==> src/rtl/joust2_pkg.sv <==
// Shared types and constants for the Joust 2 ROM download path.
package joust2_pkg;

  typedef enum logic [1:0] {
    RGN_MAIN  = 2'd0,
    RGN_SOUND = 2'd1,
    RGN_GFX   = 2'd2,
    RGN_MISC  = 2'd3
  } rom_region_t;

  // Region bases on the download byte address; each base is the previous region's limit.
  localparam logic [24:0] SOUND_BASE = 25'h20000;
  localparam logic [24:0] GFX_BASE   = 25'h30000;
  localparam logic [24:0] MISC_BASE  = 25'h38000;
  localparam logic [24:0] ROM_LIMIT  = 25'h40000;

  typedef enum logic [1:0] {
    ST_IDLE,
    ST_LOAD,
    ST_DRAIN,
    ST_DONE
  } dl_state_t;

  typedef struct packed {
    rom_region_t region;
    logic [17:0] offset;
    logic [7:0]  data;
  } rom_entry_t;

  localparam int unsigned ENTRY_W = $bits(rom_entry_t);

  // Caller guarantees addr < ROM_LIMIT.
  function automatic rom_entry_t decode_entry(input logic [24:0] addr, input logic [7:0] data);
    rom_entry_t e;
    e.data = data;
    if (addr < SOUND_BASE) begin
      e.region = RGN_MAIN;
      e.offset = {1'b0, addr[16:0]};
    end else if (addr < GFX_BASE) begin
      e.region = RGN_SOUND;
      e.offset = {2'b00, addr[15:0]};
    end else if (addr < MISC_BASE) begin
      e.region = RGN_GFX;
      e.offset = {3'b000, addr[14:0]};
    end else begin
      e.region = RGN_MISC;
      e.offset = {3'b000, addr[14:0]};
    end
    return e;
  endfunction

endpackage

==> src/rtl/dl_fifo.sv <==
// Synchronous first-word-fall-through FIFO for routed download bytes.
module dl_fifo
  import joust2_pkg::*;
#(
  parameter int unsigned DEPTH = 4,
  parameter int unsigned WIDTH = ENTRY_W
) (
  input  logic                     clk_sys,
  input  logic                     reset_n,
  input  logic                     push,
  input  logic [WIDTH-1:0]         din,
  input  logic                     pop,
  output logic [WIDTH-1:0]         dout,
  output logic                     full,
  output logic                     empty,
  output logic [$clog2(DEPTH):0]   count
);

  localparam int unsigned AW = $clog2(DEPTH);

  logic [WIDTH-1:0] mem [DEPTH];
  logic [AW-1:0]    wr_ptr;
  logic [AW-1:0]    rd_ptr;
  logic             do_push;
  logic             do_pop;

  assign empty   = (count == '0);
  assign full    = (count == (AW+1)'(DEPTH));
  assign do_pop  = pop && !empty;
  // A pop in the same cycle frees the slot, so a full FIFO still takes the push.
  assign do_push = push && (!full || do_pop);
  assign dout    = mem[rd_ptr];

  always_ff @(posedge clk_sys) begin
    if (do_push) mem[wr_ptr] <= din;
  end

  always_ff @(posedge clk_sys or negedge reset_n) begin
    if (!reset_n) begin
      wr_ptr <= '0;
      rd_ptr <= '0;
      count  <= '0;
    end else begin
      if (do_push) wr_ptr <= wr_ptr + 1'b1;
      if (do_pop)  rd_ptr <= rd_ptr + 1'b1;
      unique case ({do_push, do_pop})
        2'b10:   count <= count + 1'b1;
        2'b01:   count <= count - 1'b1;
        default: ;
      endcase
    end
  end

endmodule

==> src/rtl/joust2_dl_router.sv <==
// Routes HPS ROM download bytes to the williams2 ROM regions through a stall FIFO,
// tracking byte count, additive checksum and completion.
module joust2_dl_router
  import joust2_pkg::*;
#(
  parameter int unsigned DEPTH = 4,
  parameter int unsigned INDEX = 0
) (
  input  logic        clk_sys,
  input  logic        reset_n,
  input  logic        ioctl_download,
  input  logic [15:0] ioctl_index,
  input  logic        ioctl_wr,
  input  logic [24:0] ioctl_addr,
  input  logic [7:0]  ioctl_dout,
  output logic        ioctl_wait,
  output logic        rom_valid,
  input  logic        rom_ready,
  output logic [1:0]  rom_region,
  output logic [17:0] rom_addr,
  output logic [7:0]  rom_data,
  output logic [18:0] byte_count,
  output logic [7:0]  checksum,
  output logic        addr_overflow,
  output logic        load_done
);

  localparam int unsigned AW = $clog2(DEPTH);
  localparam logic [AW:0] WAIT_LEVEL = (AW+1)'(DEPTH - 1);

  dl_state_t  state;
  dl_state_t  state_nxt;
  logic       dl_prev;
  logic       index_hit;
  logic       wr_hit;
  logic       in_range;
  logic       push_blocked;
  logic       fifo_push;
  logic       fifo_pop;
  logic       fifo_full;
  logic       fifo_empty;
  logic [AW:0] fifo_count;
  logic       start;
  rom_entry_t wr_entry;
  rom_entry_t head;

  assign index_hit    = (ioctl_index == INDEX[15:0]);
  assign wr_hit       = ioctl_wr && ioctl_download && index_hit && (state == ST_LOAD);
  assign in_range     = (ioctl_addr < ROM_LIMIT);
  assign fifo_pop     = rom_valid && rom_ready;
  assign push_blocked = fifo_full && !fifo_pop;
  assign fifo_push    = wr_hit && in_range && !push_blocked;
  assign start        = (state == ST_IDLE) && ioctl_download && !dl_prev && index_hit;
  assign wr_entry     = decode_entry(ioctl_addr, ioctl_dout);

  dl_fifo #(
    .DEPTH (DEPTH),
    .WIDTH (ENTRY_W)
  ) u_fifo (
    .clk_sys (clk_sys),
    .reset_n (reset_n),
    .push    (fifo_push),
    .din     (wr_entry),
    .pop     (fifo_pop),
    .dout    (head),
    .full    (fifo_full),
    .empty   (fifo_empty),
    .count   (fifo_count)
  );

  // Head is masked while empty so the outputs read zero instead of stale RAM.
  assign rom_valid  = !fifo_empty;
  assign rom_region = fifo_empty ? '0 : head.region;
  assign rom_addr   = fifo_empty ? '0 : head.offset;
  assign rom_data   = fifo_empty ? '0 : head.data;
  assign ioctl_wait = (fifo_count >= WAIT_LEVEL) || (state == ST_DRAIN);
  assign load_done  = (state == ST_DONE);

  always_ff @(posedge clk_sys or negedge reset_n) begin
    if (!reset_n) begin
      state         <= ST_IDLE;
      dl_prev       <= 1'b0;
      byte_count    <= '0;
      checksum      <= '0;
      addr_overflow <= 1'b0;
    end else begin
      state   <= state_nxt;
      dl_prev <= ioctl_download;
      if (start) begin
        byte_count    <= '0;
        checksum      <= '0;
        addr_overflow <= 1'b0;
      end else begin
        if (fifo_push) begin
          if (byte_count != '1) byte_count <= byte_count + 1'b1;
          checksum <= checksum + ioctl_dout;
        end
        if (wr_hit && (!in_range || push_blocked)) addr_overflow <= 1'b1;
      end
    end
  end

  always_comb begin
    state_nxt = state;
    unique case (state)
      ST_IDLE:  if (start) state_nxt = ST_LOAD;
      ST_LOAD:  if (!ioctl_download) state_nxt = ST_DRAIN;
      // Leave on the final pop itself so load_done lands one cycle after it.
      ST_DRAIN: if (fifo_empty || ((fifo_count == (AW+1)'(1)) && fifo_pop)) state_nxt = ST_DONE;
      ST_DONE:  state_nxt = ST_IDLE;
      default:  state_nxt = ST_IDLE;
    endcase
  end

endmodule

==> config.mk <==
export PLATFORM = sky130hd
export DESIGN_NAME = joust2_dl_router
export DESIGN_NICKNAME = d
export VERILOG_FILES = /design/src/rtl/joust2_pkg.sv /design/src/rtl/dl_fifo.sv /design/src/rtl/joust2_dl_router.sv
export SDC_FILE = /design/constraint.sdc
export NUM_CORES = 1
export LEC_CHECK = 0
export BUFFER_PORTS_ARGS = -buffer_cell sky130_fd_sc_hd__clkbuf_2
export CAP_MARGIN = 10
export CORE_MARGIN = 5
export CORE_UTILIZATION = 40
export DETAILED_ROUTE_END_ITERATION = 8
export GPL_TIMING_DRIVEN = 0
export PLACE_DENSITY_LB_ADDON = 0.3
export SYNTH_ARGS = -nofsm -noshare
export SYNTH_HDL_FRONTEND = slang
export SYNTH_HIERARCHICAL = 1
export SYNTH_SLANG_ARGS = --single-unit
==> constraint.sdc <==
create_clock -name clk_sys -period 6.15 [get_ports clk_sys]
set_clock_uncertainty 0.05 [all_clocks]
set_input_delay 1.5375 -clock clk_sys [delete_from_list [all_inputs] [get_ports clk_sys]]
set_output_delay 1.5375 -clock clk_sys [all_outputs]
set_load 0.02 [all_outputs]
Word-level counts from Yosys, hierarchy flattened
Memories as Yosys holds them, arrays and structs flattened.
Cells that the tools add are included.
Cells by class
  add/subtract/negate cells: 6
  order comparisons: 5
  eq/ne operators: 11
  muxes and demuxes: 20
  reduce and logical (&&, ||, !) cells: 33
Operators by type and width (count)
  $mux 19: 4
  $lt 25x18->1 const B: 3
  $mux 20: 2
  $lt 25x19->1 const B: 1
  $mux 8: 3
  $add 19x1->19 const B: 1
  $ne 19x19->1 const B: 1
  $mux 18: 1
  $logic_not 16->1: 1
  $logic_and 1x1->1: 14
  $add 8x8->8: 1
  $mux 2: 4
  $pmux 2 s4: 1
  $reduce_bool 2->1: 4
  $eq 2x2->1 const B: 3
  $logic_not 1->1: 6
  $pmux 3 s2: 1
  $add 2x1->2 const B: 2
  $eq 2x1->1 const B: 2
  $logic_or 1x1->1: 4
  $mux 1: 4
  $ne 2x2->1 const B: 2
  $add 3x1->3 const B: 1
  $eq 3x1->1 const B: 1
  other kinds (8): 8
Word-level totals
  bits in registers: 38
  memory bits (writable): 112
  input port bits: 54
  logic and storage cells: 84
  memories: 1
Memory list
  u_fifo.mem: words 4, width 28, rd ports 1, clocked after memory_dff 0, write ports 1, RTL line dl_fifo.sv:21  | logic [WIDTH-1:0] mem [DEPTH];

Depth between registers and ports, before layout
Gate-level depths: netlist of run 1.
  word-level depth: 10
  depth in mapped cells: 11
  gate-level depth less buffers: 9

By module
The synthesis of run 1 kept the hierarchy.
By module, submodules not included
  dl_fifo: times used 1, cells an instance 198, area an instance 4541.9 um2, seq. area each 3538.4 um2
  joust2_dl_router: times used 1, cells an instance 259, area an instance 2235.9 um2, seq. area each 775.7 um2

Least setup slack after synthesis of run 1
Ideal clock, no wire load.
  kind: input-to-reg
  from: in ioctl_addr[22]
  to: mem u_fifo/mem[0][0] (netlist bit), enable pin
  arrival time: 3.841 ns
  data required time: 5.713 ns
  slack: 1.871 ns
  stages: 6
  path buffers: 1
  cell sequence: or4_4 a211o_1 nor3_1 clkbuf_1 o21a_4 and2_1
Between the ends
  cells in the longest elaborated chain, start to end: 6
Ends and longest elaborated chain
  from (decl): RTL line joust2_dl_router.sv:14  | input logic [24:0] ioctl_addr,
  $lt 25x19->1: RTL line joust2_dl_router.sv:49  | assign in_range = (ioctl_addr < ROM_LIMIT);
  $logic_and 1x1->1 (2 in series): RTL line joust2_dl_router.sv:52  | assign fifo_push = wr_hit && in_range && !push_blocked;
  named net fifo_push: RTL line joust2_dl_router.sv:38  | logic fifo_push;
  $logic_and 1x1->1: RTL line dl_fifo.sv:31  | assign do_push = push && (!full || do_pop);
  $mux 1: RTL line dl_fifo.sv:35  | if (do_push) mem[wr_ptr] <= din;
  $mux 1 (not written as such): RTL line dl_fifo.sv:35
  to (decl): RTL line dl_fifo.sv:21
The timed path passes the listed nets, and every way through them passes these cells.

Worst setup path in the final report of run 1
  from: reg u_fifo.count[2]
  to: out rom_data[0]
Between the ends
  cells in the longest elaborated chain, start to end: 2
Ends and longest elaborated chain
  from (decl): RTL line dl_fifo.sv:16  | output logic [$clog2(DEPTH):0] count
  from (signal assigned): RTL line dl_fifo.sv:47  | 2'b10: count <= count + 1'b1;
  from (signal assigned): RTL line dl_fifo.sv:48  | 2'b01: count <= count - 1'b1;
  $logic_not 3->1: RTL line dl_fifo.sv:27  | assign empty = (count == '0);
  named net fifo_empty: RTL line joust2_dl_router.sv:41  | logic fifo_empty;
  $mux 8: RTL line joust2_dl_router.sv:75  | assign rom_data = fifo_empty ? '0 : head.data;
  to (decl): RTL line joust2_dl_router.sv:21  | output logic [7:0] rom_data,
The timed path passes the listed nets, and every way through them passes these cells.

==> key figures, run 1 <==
Outcome
  – Status: completed

Logic synthesis
  – Synthesized instance count: roughly 460
  – Main flop type after synthesis: edfxtp_1
  – Leading post-synthesis cells by cell area: edfxtp_1 (50%), dfrtp_1 (14%), mux4_2 (9.3%)
  – Area share of the largest cell type after synthesis: between 40% and 50%
  – Mapped Area: between 6000 and 7000 um^2
  – Synth warn: 6
  – Seq/Total Area, Yosys: a little under two thirds
  – Netlist cell types: 58
  – Synth async-reset ratio: 25.3%
  – Post-synth EDFFs: between 100 and 150
  – #FFs+latches synth: 150
  – Mapped Avg Cell Area: 14.8 um^2
  – Largest area contributor in the netlist: edfxtp_1

STA
  – Final period util: just over 70%
  – Period minus WS final: 4.44 ns
  – Normalized max-slew margin: roughly a third
  – RSZ-0062 raised after global routing: false
  – Hold_ws: ~0.49 ns
  – Pins Over Slew Limit: 0
  – Setup violations, final: 0
  – Tightest Pin Transition: approximately 1 ns
  – Final Hold Fails: 0
  – FMAX: approximately 230 MHz
  – Setup TNS Final: 0 ns

Power
  – Int Power: approximately 2.2 mW
  – Clock share of power: between 30% and 40%
  – Total power per unit cell area: 379 nW/um^2
  – Switch share: a little under a third
  – Share of power burned in registers: a little over a third
  – Maximum vdd drop: between 0.2 and 0.3 mV
  – Combinational cell fraction of total power: between 20% and 30%
  – Net Switching: 0.969 mW
  – Total power: 3.12 mW
  – Leak: roughly 3.2 nW

Die
  – Placement Rows: 47
  – Die W: ~140 um
  – Die height: about 140 um
  – Io pins: ~110
  – Die area: 19,600 um^2
  – Core box area: between 15,000 and 20,000 um^2
  – Initial core utilization: 40.9%

Finish
  – Multi-input gate area: between 2000 and 2500 um^2
  – Share of cells above drive strength 1: between 30% and 40%
  – # fillers: ~1,500
  – Final Core Density: between 40% and 50%
  – Final non-filler cell total: ~800
  – Layout area overhead: 21.5%
  – Highest-count cells in the layout ignoring fill and taps: clkbuf_2 (112), edfxtp_1 (112), dfrtp_1 (38)
  – Register Area: around 4300 um^2
  – Diode count: 0
  – Final Net Count: approximately 660

Critical path
  – Crit start category: flop
  – Endpoint class of the critical path: primary output
  – Critical path type: flop to primary output
  – Worst path max stage delay: roughly 0.56 ns
  – Cell Chain, Critical Path: buf_4, nor3_1, clkbuf_1, clkbuf_1, nor2b_1, clkbuf_2
  – CP required: between 4 and 5 ns
  – WP buf/inv: 4
  – CP dominant cell by count: clkbuf_1
  – CP max-delay cell: clkbuf_1
  – Family with the most delay on the worst path: buffers and inverters
  – Max FO, Critical Path: 10
  – Worst EP arrival: roughly 2.9 ns

Clock tree
  – Post-CTS Setup Inserts: 0
  – CTS Sinks: 150
  – Cts bufs inserted: 17
  – CTS tree: built
  – Reg clk slew, reported paths: ~0.060 ns
  – Clock Tree Buf Depth: 2
  – Root Buffer: clkbuf_16
  – Cts hold-fix bufs: 0
  – Number of H-tree levels: 4
  – Number of gates resized after CTS: 0
  – Worst-Skew Late Latency: about 0.41 ns

Global route
  – Initial antenna violation count: 0
  – First-pass GRT wire length: between 20 and 25 mm
  – Vias in the first global route: 4,581
  – Total grt overflow: 0
  – Total routing usage reported by global routing: about 15%
  – Pin count of the biggest net entering global routing: 39

Hold path
  – Worst Hold Class: flop to flop

Placed design
  – GPL Wtd Cong: around 0.84
  – Placed insts: around 790
  – Port bufs: ~110
  – Post-DP HPWL: approximately 10 mm

Job
  – Max-cap violations: 0

Route
  – # DRC: 0
  – Final ANT Viol Nets: 0
  – Final wirelength: ~14 mm
  – Detailed Routing Iterations Pass 1: 4
  – DR iter-0 viols: 198
  – Via count: between 4,000 and 5,000
  – DR WL/cell: 17.5 um
  – Via density: roughly 5.3
## layer usage
metal	global-route usage (%)	up-vias	wire (um)
met2	24.0	155	6890
met1	19.7	2133	6380
met3	5.49	9	1030
met5	0	-	0
li1	-	2039	-
met4	3.82	0	86
## worst reg2reg max path, cell delays in order (launching register included)
cell	delay, ns
dfrtp_1	0.52
nor3_1	0.18
nand2b_1	0.23
a211o_1	0.37
nor3_1	0.33
clkbuf_1	0.41
o21a_4	0.24
and2_2	0.69
## cell usage after synthesis (3+ instances only)
cell type	number
o21a_1	3
ha_1	17
nand3_1	10
dfrtp_1	38
nand2b_1	3
edfxtp_1	112
nor4_1	6
xor2_1	3
o211ai_1	4
nand2_1	16
nand4_1	9
nor3_1	10
a22o_1	7
or3_1	16
o21ai_1	14
and4_1	3
inv_1	16
xnor2_1	7
buf_2	6
mux4_2	28
mux2i_1	3
and3_1	5
nor2b_1	28
o21ai_0	5
nor2_1	13
a21oi_1	21
nand3b_1	3
clkbuf_1	10
and2_1	6
## flip-flops by register name (all words and copies together), names as in the netlist
register / cells
addr_overflow: 1
u_fifo/mem: 112
state: 2
dl_prev: 1
byte_count: 19
u_fifo/wr_ptr: 2
checksum: 8
u_fifo/count: 3
u_fifo/rd_ptr: 2
## final cells by class
class                      instances  share of cell area (%)
inverter                          16                   0.730
clock inverter                    13                    2.05
buffer                            20                    1.23
clock buffer                      19                    5.26
timing repair buffer             112                    6.81
sequential                       150                    52.4
multi-input combinational        274                    28.2
tap                              220                    3.34
## logic make-up after synthesis
group / Yosys count / share of synthesized area (%)
AO/OA/AOI/OAI: 72 / 7.00
XOR/XNOR: 10 / 1.29
adder cells (fa/ha/maj): 19 / 3.73
buffers and inverters: 36 / 2.38
flip-flops: 150 / 63.7
multiplexers: 33 / 10.1
other: 1 / 0.0553
AND/OR/NAND/NOR: 136 / 11.8
## path summary, 6_finish.rpt
check	from	end	slack (ns)	cells past startpoint
setup / recovery	u_fifo/count[2]$_DFFE_PN0P_	rom_data[0]	1.71	6
hold / removal	addr_overflow$_DFFE_PN0P_	addr_overflow$_DFFE_PN0P_	0.49	2
setup reg to reg	u_fifo/count[1]$_DFFE_PN0P_	u_fifo/mem[3][9]$_DFFE_PP_	2.74	7
hold reg to reg	addr_overflow$_DFFE_PN0P_	addr_overflow$_DFFE_PN0P_	0.49	2
max in group asynchronous	reset_n	u_fifo/rd_ptr[0]$_DFFE_PN0N_	4.20	1
min in group asynchronous	reset_n	byte_count[0]$_DFFE_PN0P_	1.24	1
## power groups by stage
| stage | Sequential (mW) | Combinational [mW] | Clock (mW) |
|---|---|---|---|
| final | 1.14 | 0.933 | 1.05 |
| after global routing | 1.14 | 1.02 | 1.12 |
| after CTS | 1.14 | 0.953 | 1.07 |
| after detailed placement | 1.16 | 0.948 | 0 |
| after global placement | 1.16 | 0.929 | 0 |
| after floorplan | 1.15 | 0.671 | 0 |
## per-stage QoR
step | setup WS, ns | area, um^2
global route | 1.50 | 8230
finish | 1.71 | 8230
detailed placement | 1.49 | 7630
global placement | 0.970 | 7620
CTS | 1.63 | 8230
floorplan | 1.87 | 6790
(Power assumes the default switching activity.)
==> run 2: changes to the inputs <==
==> constraint.sdc (replaced) <==
create_clock -name clk_sys -period 3.57 [get_ports clk_sys]
set_clock_uncertainty 0.05 [all_clocks]
set_input_delay 0.8925 -clock clk_sys [delete_from_list [all_inputs] [get_ports clk_sys]]
set_output_delay 0.8925 -clock clk_sys [all_outputs]
set_load 0.02 [all_outputs]
==> key figures, run 2 (synthesis gave the netlist of run 1 again) <==
Power
  – Share of power burned in registers: 36.4% (about the same)
  – Leak: 3.23 nW (+0.55%)
  – Clock share of power: 33.7% (about the same)
  – Int Power: 3.66 mW (+70%)
  – Combinational cell fraction of total power: 30.0% (about the same)
  – Total power per unit cell area: 654 nW/um^2 (+72%)
  – Switch share: 32.1% (+1.0 points)
  – Maximum vdd drop: 0.338 mV (+33%)
  – Total power: 5.39 mW (+73%)
  – Net Switching: 1.73 mW (+79%)

Global route
  – First-pass GRT wire length: 23.8 mm (+2.2%)
  – Total grt overflow: 0 (unchanged)
  – Vias in the first global route: 4,644 (+1.4%)
  – Total routing usage reported by global routing: 15.6% (+0.51 points)
  – Initial antenna violation count: 0 (unchanged)
  – Pin count of the biggest net entering global routing: 39 (unchanged)

Die
  – Placement Rows: 47 (unchanged)
  – Initial core utilization: 40.9% (unchanged)
  – Die height: 140 um (unchanged)
  – Die W: 140 um (unchanged)
  – Io pins: 113 (unchanged)
  – Die area: 19,600 um^2 (unchanged)
  – Core box area: 16,600 um^2 (unchanged)

Critical path
  – WP buf/inv: 2 (-2)
  – Family with the most delay on the worst path: simple AND/OR/NAND/NOR gates
  – Critical path type: input port to flop
  – Worst EP arrival: 3.54 ns (+0.68 ns)
  – CP max-delay cell: and2_2
  – Cell Chain, Critical Path: clkbuf_2, or4_4, a211o_1, nor3_1, clkbuf_1, o21a_4, and2_2
  – CP required: 3.56 ns (-1.00 ns)
  – Endpoint class of the critical path: flop
  – Worst path max stage delay: 0.68 ns (+0.12 ns)
  – Crit start category: input port
  – Max FO, Critical Path: 28 (+18)

Finish
  – Post-route cell area: 8250 um^2 (+0.23%)
  – Biggest regs: u_fifo/mem x112, byte_count x19, checksum x8
  – Highest-count cells in the layout ignoring fill and taps: clkbuf_2 (115), edfxtp_1 (112), dfrtp_1 (38)
  – Layout area overhead: 21.7%
  – Final Net Count: 664 (unchanged)
  – # fillers: 1,443 (-1.9%)
  – Most common cell after layout, fill and taps aside: clkbuf_2
  – Top reg by flops: u_fifo/mem
  – Diode count: 0 (unchanged)
  – Max reg flops: 112 (unchanged)
  – Share of cells above drive strength 1: 32.8% (+1.2 points)

Route
  – Detailed Routing Iterations Pass 1: 4 (unchanged)
  – Via density: 5.38 (+2.2%)
  – Final ANT Viol Nets: 0 (unchanged)
  – # DRC: 0 (unchanged)
  – DR iter-0 viols: 268 (+35%)
  – Via count: 4,430 (+2.2%)
  – DR WL/cell: 18.2 um (+4.0%)
  – Final wirelength: 15.0 mm (+4.0%)

STA
  – RSZ-0062 raised after global routing: true
  – Period minus WS final: approximately 3.6 ns
  – Normalized max-slew margin: 31.8% (-1.3 points)
  – Final Hold Fails: 0 (unchanged)
  – FMAX: 282 MHz
  – Tightest Pin Transition: 1.02 ns (+0.0196 ns)
  – Final period util: ~100%
  – Setup violations, final: 0 (unchanged)
  – Pins Over Slew Limit: 0 (unchanged)

Outcome
  – Status: completed

Hold path
  – Worst Hold Class: flop to flop

Placed design
  – GPL Wtd Cong: 0.825 (-2.0%)
  – Post-DP Area: 7630 um^2 (unchanged)
  – Port bufs: 112 (unchanged)
  – Post-DP HPWL: 10.3 mm (+2.5%)

Clock tree
  – CTS Sinks: 150 (unchanged)
  – Root Buffer: clkbuf_16
  – Worst-Skew Late Latency: 0.42 ns (about the same)
  – Number of H-tree levels: 4 (unchanged)
  – Clock Tree Buf Depth: 2 (unchanged)
  – Post-CTS Setup Inserts: 0 (unchanged)
  – Reg clk slew, reported paths: 0.06 ns (about the same)
  – CTS tree: built
  – Cts bufs inserted: 17 (unchanged)

Job
  – Max-cap violations: 0 (unchanged)
[run 2: repair_timing]
action	in CTS	in global routing
gates resized for setup	2	4
hold buffers	0	0
hold endpoints to repair	0	0
endpoints found under the setup margin	20	133
[run 2: layout make-up]
cell class	count	area [um^2]	share of cell area [%]
well taps	220	275	3.34
clock buffers	17	425	5.16
plain buffers	20	105	1.27
repair buffers	112	561	6.79
flip-flops and latches	150	4310	52.3
inverters	16	60.1	0.728
clock inverters	15	185	2.24
multi-input cells	274	2320	28.2
[run 2: metrics by stage]
stage	utilization, %	hold slack [ns]	cells	setup WS (ns)	setup TNS, ns
3_3_place_gp	46.0	0.451	792	-0.392	-43.79
2_1_floorplan	-	0.483	460	0.201	0
4_1_cts	49.7	0.484	824	0.00325	0
6_report	49.8	0.475	824	0.0198	0
5_1_grt	49.8	0.515	824	-0.0960	-6.85
3_5_place_dp	46.0	0.463	792	-0.444	-48.06
[run 2: path summary, 6_finish.rpt]
check | startpoint | endpoint | slack [ns] | cells past startpoint
worst min register to register | addr_overflow$_DFFE_PN0P_ | addr_overflow$_DFFE_PN0P_ | 0.47 | 2
worst min-delay path | addr_overflow$_DFFE_PN0P_ | addr_overflow$_DFFE_PN0P_ | 0.47 | 2
worst max register to register | u_fifo/count[1]$_DFFE_PN0P_ | u_fifo/mem[1][5]$_DFFE_PP_ | 0.21 | 7
min in group asynchronous | reset_n | byte_count[8]$_DFFE_PN0P_ | 0.59 | 1
max in group asynchronous | reset_n | u_fifo/count[2]$_DFFE_PN0P_ | 2.25 | 1
worst max-delay path | ioctl_addr[22] | u_fifo/mem[1][5]$_DFFE_PP_ | 0.02 | 7
[run 2: routing by layer]
layer	share of wire (%)	GRT usage, %
met5	0	0
met2	49	26.0
met4	0.98	4.44
met1	43	19.4
met3	6.3	5.04
[run 2: worst register-to-register path: stages, from the launching register on]
cell and delay [ns]:
dfrtp_1 0.54, nor3_2 0.12, nand2b_1 0.21, a211o_1 0.37
nor3_1 0.34, clkbuf_1 0.42, o21a_4 0.25, and2_2 0.68
[run 2: power by group through the flow]
stage          registers [mW]  logic, mW  clock network [mW]
2_1_floorplan            1.98       1.16                   0
3_3_place_gp             1.99       1.60                   0
3_5_place_dp             1.99       1.64                   0
4_1_cts                  1.96       1.65                1.86
5_1_grt                  1.97       1.77                1.95
6_report                 1.96       1.62                1.82
==> run 3: changes to the inputs <==
--- a/config.mk
+++ b/config.mk
@@ -11,7 +11,7 @@
 export CORE_UTILIZATION = 40
 export DETAILED_ROUTE_END_ITERATION = 8
 export GPL_TIMING_DRIVEN = 0
-export PLACE_DENSITY_LB_ADDON = 0.3
+export PLACE_DENSITY = 0.69
 export SYNTH_ARGS = -nofsm -noshare
 export SYNTH_HDL_FRONTEND = slang
 export SYNTH_HIERARCHICAL = 1
==> key figures, run 3 (synthesis gave the netlist of run 1 again) <==
Outcome
  – Status: complete, but fails checks
  – Failing checks: negative setup slack

Critical path
  – R2R depth: 7 (unchanged)
  – Worst EP arrival: 3.57 ns (+0.03 ns)
  – Cell Chain, Critical Path: clkbuf_2, or4_4, a211o_1, nor3_1, clkbuf_1, o21a_4, and2_2
  – WP buf/inv: 2 (unchanged)
  – Worst R2R Setup Slack: 0.16 ns (-0.05 ns)
  – Family with the most delay on the worst path: simple AND/OR/NAND/NOR gates
  – Critical path type: input port to flop
  – Origin of the critical flop-to-flop path: u_fifo/count[1]$_DFFE_PN0P_
  – CP required: 3.56 ns (about the same)
  – RR Endpoint: u_fifo/mem[2][19]$_DFFE_PP_
  – CP max-delay cell: and2_2
  – Endpoint class of the critical path: flop
  – Crit start category: input port
  – Max FO, Critical Path: 28 (unchanged)
  – Worst path max stage delay: 0.69 ns (about the same)

Global route
  – First-pass GRT wire length: 23.7 mm (-0.38%)
  – Vias in the first global route: 4,700 (+1.2%)
  – Initial antenna violation count: 0 (unchanged)
  – Total grt overflow: 0 (unchanged)
  – Pin count of the biggest net entering global routing: 39 (unchanged)
  – Total routing usage reported by global routing: 15.3% (-0.23 points)

Clock tree
  – Root Buffer: clkbuf_16
  – Number of H-tree levels: 4 (unchanged)
  – Worst-Skew Late Latency: 0.41 ns (about the same)
  – Clock Tree Buf Depth: 2 (unchanged)
  – Cts hold-fix bufs: 0 (unchanged)
  – Reg clk slew, reported paths: 0.06 ns (about the same)
  – Cts bufs inserted: 17 (unchanged)
  – CTS tree: built
  – Number of gates resized after CTS: 2 (unchanged)
  – Post-CTS Setup Inserts: 0 (unchanged)
  – CTS Sinks: 150 (unchanged)

Power
  – Leak: 3.24 nW (+0.31%)
  – Total power per unit cell area: 656 nW/um^2 (+0.25%)
  – Maximum vdd drop: 0.416 mV (+23%)
  – Total power: 5.41 mW (+0.35%)

STA
  – Normalized max-slew margin: 33.5% (+1.7 points)
  – Post-route setup slack: -0.00981 ns (-0.0296 ns)
  – Hold_ws: 0.458 ns (-0.0165 ns)
  – Final Hold Fails: 0 (unchanged)
  – Final period util: 100% (+0.83 points)
  – Tightest Pin Transition: 0.998 ns (-0.0251 ns)
  – RSZ-0062 raised after global routing: true
  – Period minus WS final: 3.58 ns (+0.0296 ns)
  – FMAX: 279 MHz (-0.83%)
  – Pins Over Slew Limit: 0 (unchanged)
  – Setup violations, final: 12 (+12)

Die
  – Placement Rows: 47 (unchanged)
  – Die W: 140 um (unchanged)
  – Io pins: 113 (unchanged)
  – Core box area: 16,600 um^2 (unchanged)
  – Initial core utilization: 40.9% (unchanged)
  – Die area: 19,600 um^2 (unchanged)
  – Die height: 140 um (unchanged)

Finish
  – Max reg flops: 112 (unchanged)
  – Layout area overhead: 21.9%
  – Diode count: 0 (unchanged)
  – Share of cells above drive strength 1: 32.5% (-0.33 points)
  – Top reg by flops: u_fifo/mem
  – Biggest regs: u_fifo/mem x112, byte_count x19, checksum x8
  – Highest-count cells in the layout ignoring fill and taps: clkbuf_2 (115), edfxtp_1 (112), dfrtp_1 (38)
  – # fillers: 1,425 (-1.2%)
  – Most common cell after layout, fill and taps aside: clkbuf_2
  – Final Net Count: 664 (unchanged)
  – Final Core Density: 49.8% (+0.053 points)

Route
  – DR iter-0 viols: 225 (-16%)
  – Via density: 5.40 (+0.38%)
  – # DRC: 0 (unchanged)
  – Final wirelength: 14.6 mm (-2.7%)
  – Final ANT Viol Nets: 0 (unchanged)
  – Detailed Routing Iterations Pass 1: 4 (unchanged)
  – Via count: 4,447 (+0.38%)
  – DR WL/cell: 17.7 um (-2.7%)

Placed design
  – Post-DP HPWL: 10.1 mm (-1.1%)
  – GPL Wtd Cong: 0.893 (+8.2%)
  – Port bufs: 112 (unchanged)

Hold path
  – Worst hold start: addr_overflow$_DFFE_PN0P_
  – Hold Crit Depth: 2 (unchanged)
  – Worst Hold Class: flop to flop
  – Worst Hold Endpoint: addr_overflow$_DFFE_PN0P_

Job
  – Max-cap violations: 0 (unchanged)
run 3: routing by layer:
| layer | track usage [%] | wire [um] | up-vias |
|---|---|---|---|
| li1 | - | - | 2041 |
| met1 | 18.6 | 5950 | 2219 |
| met2 | 25.9 | 7350 | 174 |
| met3 | 5.01 | 1090 | 13 |
| met4 | 5.05 | 172 | 0 |
| met5 | 0 | 0 | - |
run 3: worst max path at each step:
stage	cells past startpoint	slack [ns]	startpoint	endpoint
6_report	7	-0.01	ioctl_addr[22]	u_fifo/mem[2][19]$_DFFE_PP_
5_1_grt	7	-0.12	ioctl_index[1]	u_fifo/mem[3][16]$_DFFE_PP_
4_1_cts	7	0.01	ioctl_addr[22]	u_fifo/mem[0][11]$_DFFE_PP_
3_5_place_dp	7	-0.45	ioctl_addr[22]	u_fifo/mem[2][19]$_DFFE_PP_
3_3_place_gp	7	-0.41	ioctl_addr[22]	u_fifo/mem[2][11]$_DFFE_PP_
2_1_floorplan	9	0.20	ioctl_addr[22]	u_fifo/count[1]$_DFFE_PN0P_
run 3: tightest hold or removal path, delay by kind of cell (launching register included):
kind | cells | cell delay, ns
AO/OA/AOI/OAI | 1 | 0.05
flip-flops | 1 | 0.35
AND/OR/NAND/NOR | 1 | 0.07
run 3: layout make-up:
cell class	count	area (um^2)	area share (%)
multi-input combinational	274	2320	28.1
sequential	150	4310	52.2
timing repair buffer	112	561	6.79
inverter	16	60.1	0.727
clock buffer	20	457	5.53
clock inverter	12	168	2.03
tap	220	275	3.33
buffer	20	105	1.27
run 3: stage by stage:
stage | setup TNS [ns] | area, um^2 | setup WS, ns | std cells
global route | -9.42 | 8260 | -0.122 | 824
floorplan | 0 | 6790 | 0.201 | 460
finish | -0.0649 | 8260 | -0.00981 | 824
detailed placement | -47.97 | 7630 | -0.448 | 792
CTS | 0 | 8260 | 0.0132 | 824
global placement | -45.33 | 7630 | -0.407 | 792
run 3: report_power, final:
part,internal (mW),total [mW],switching (mW)
combinational,0.688,1.61,0.920
clock,1.15,1.84,0.695
sequential,1.92,1.96,0.0455
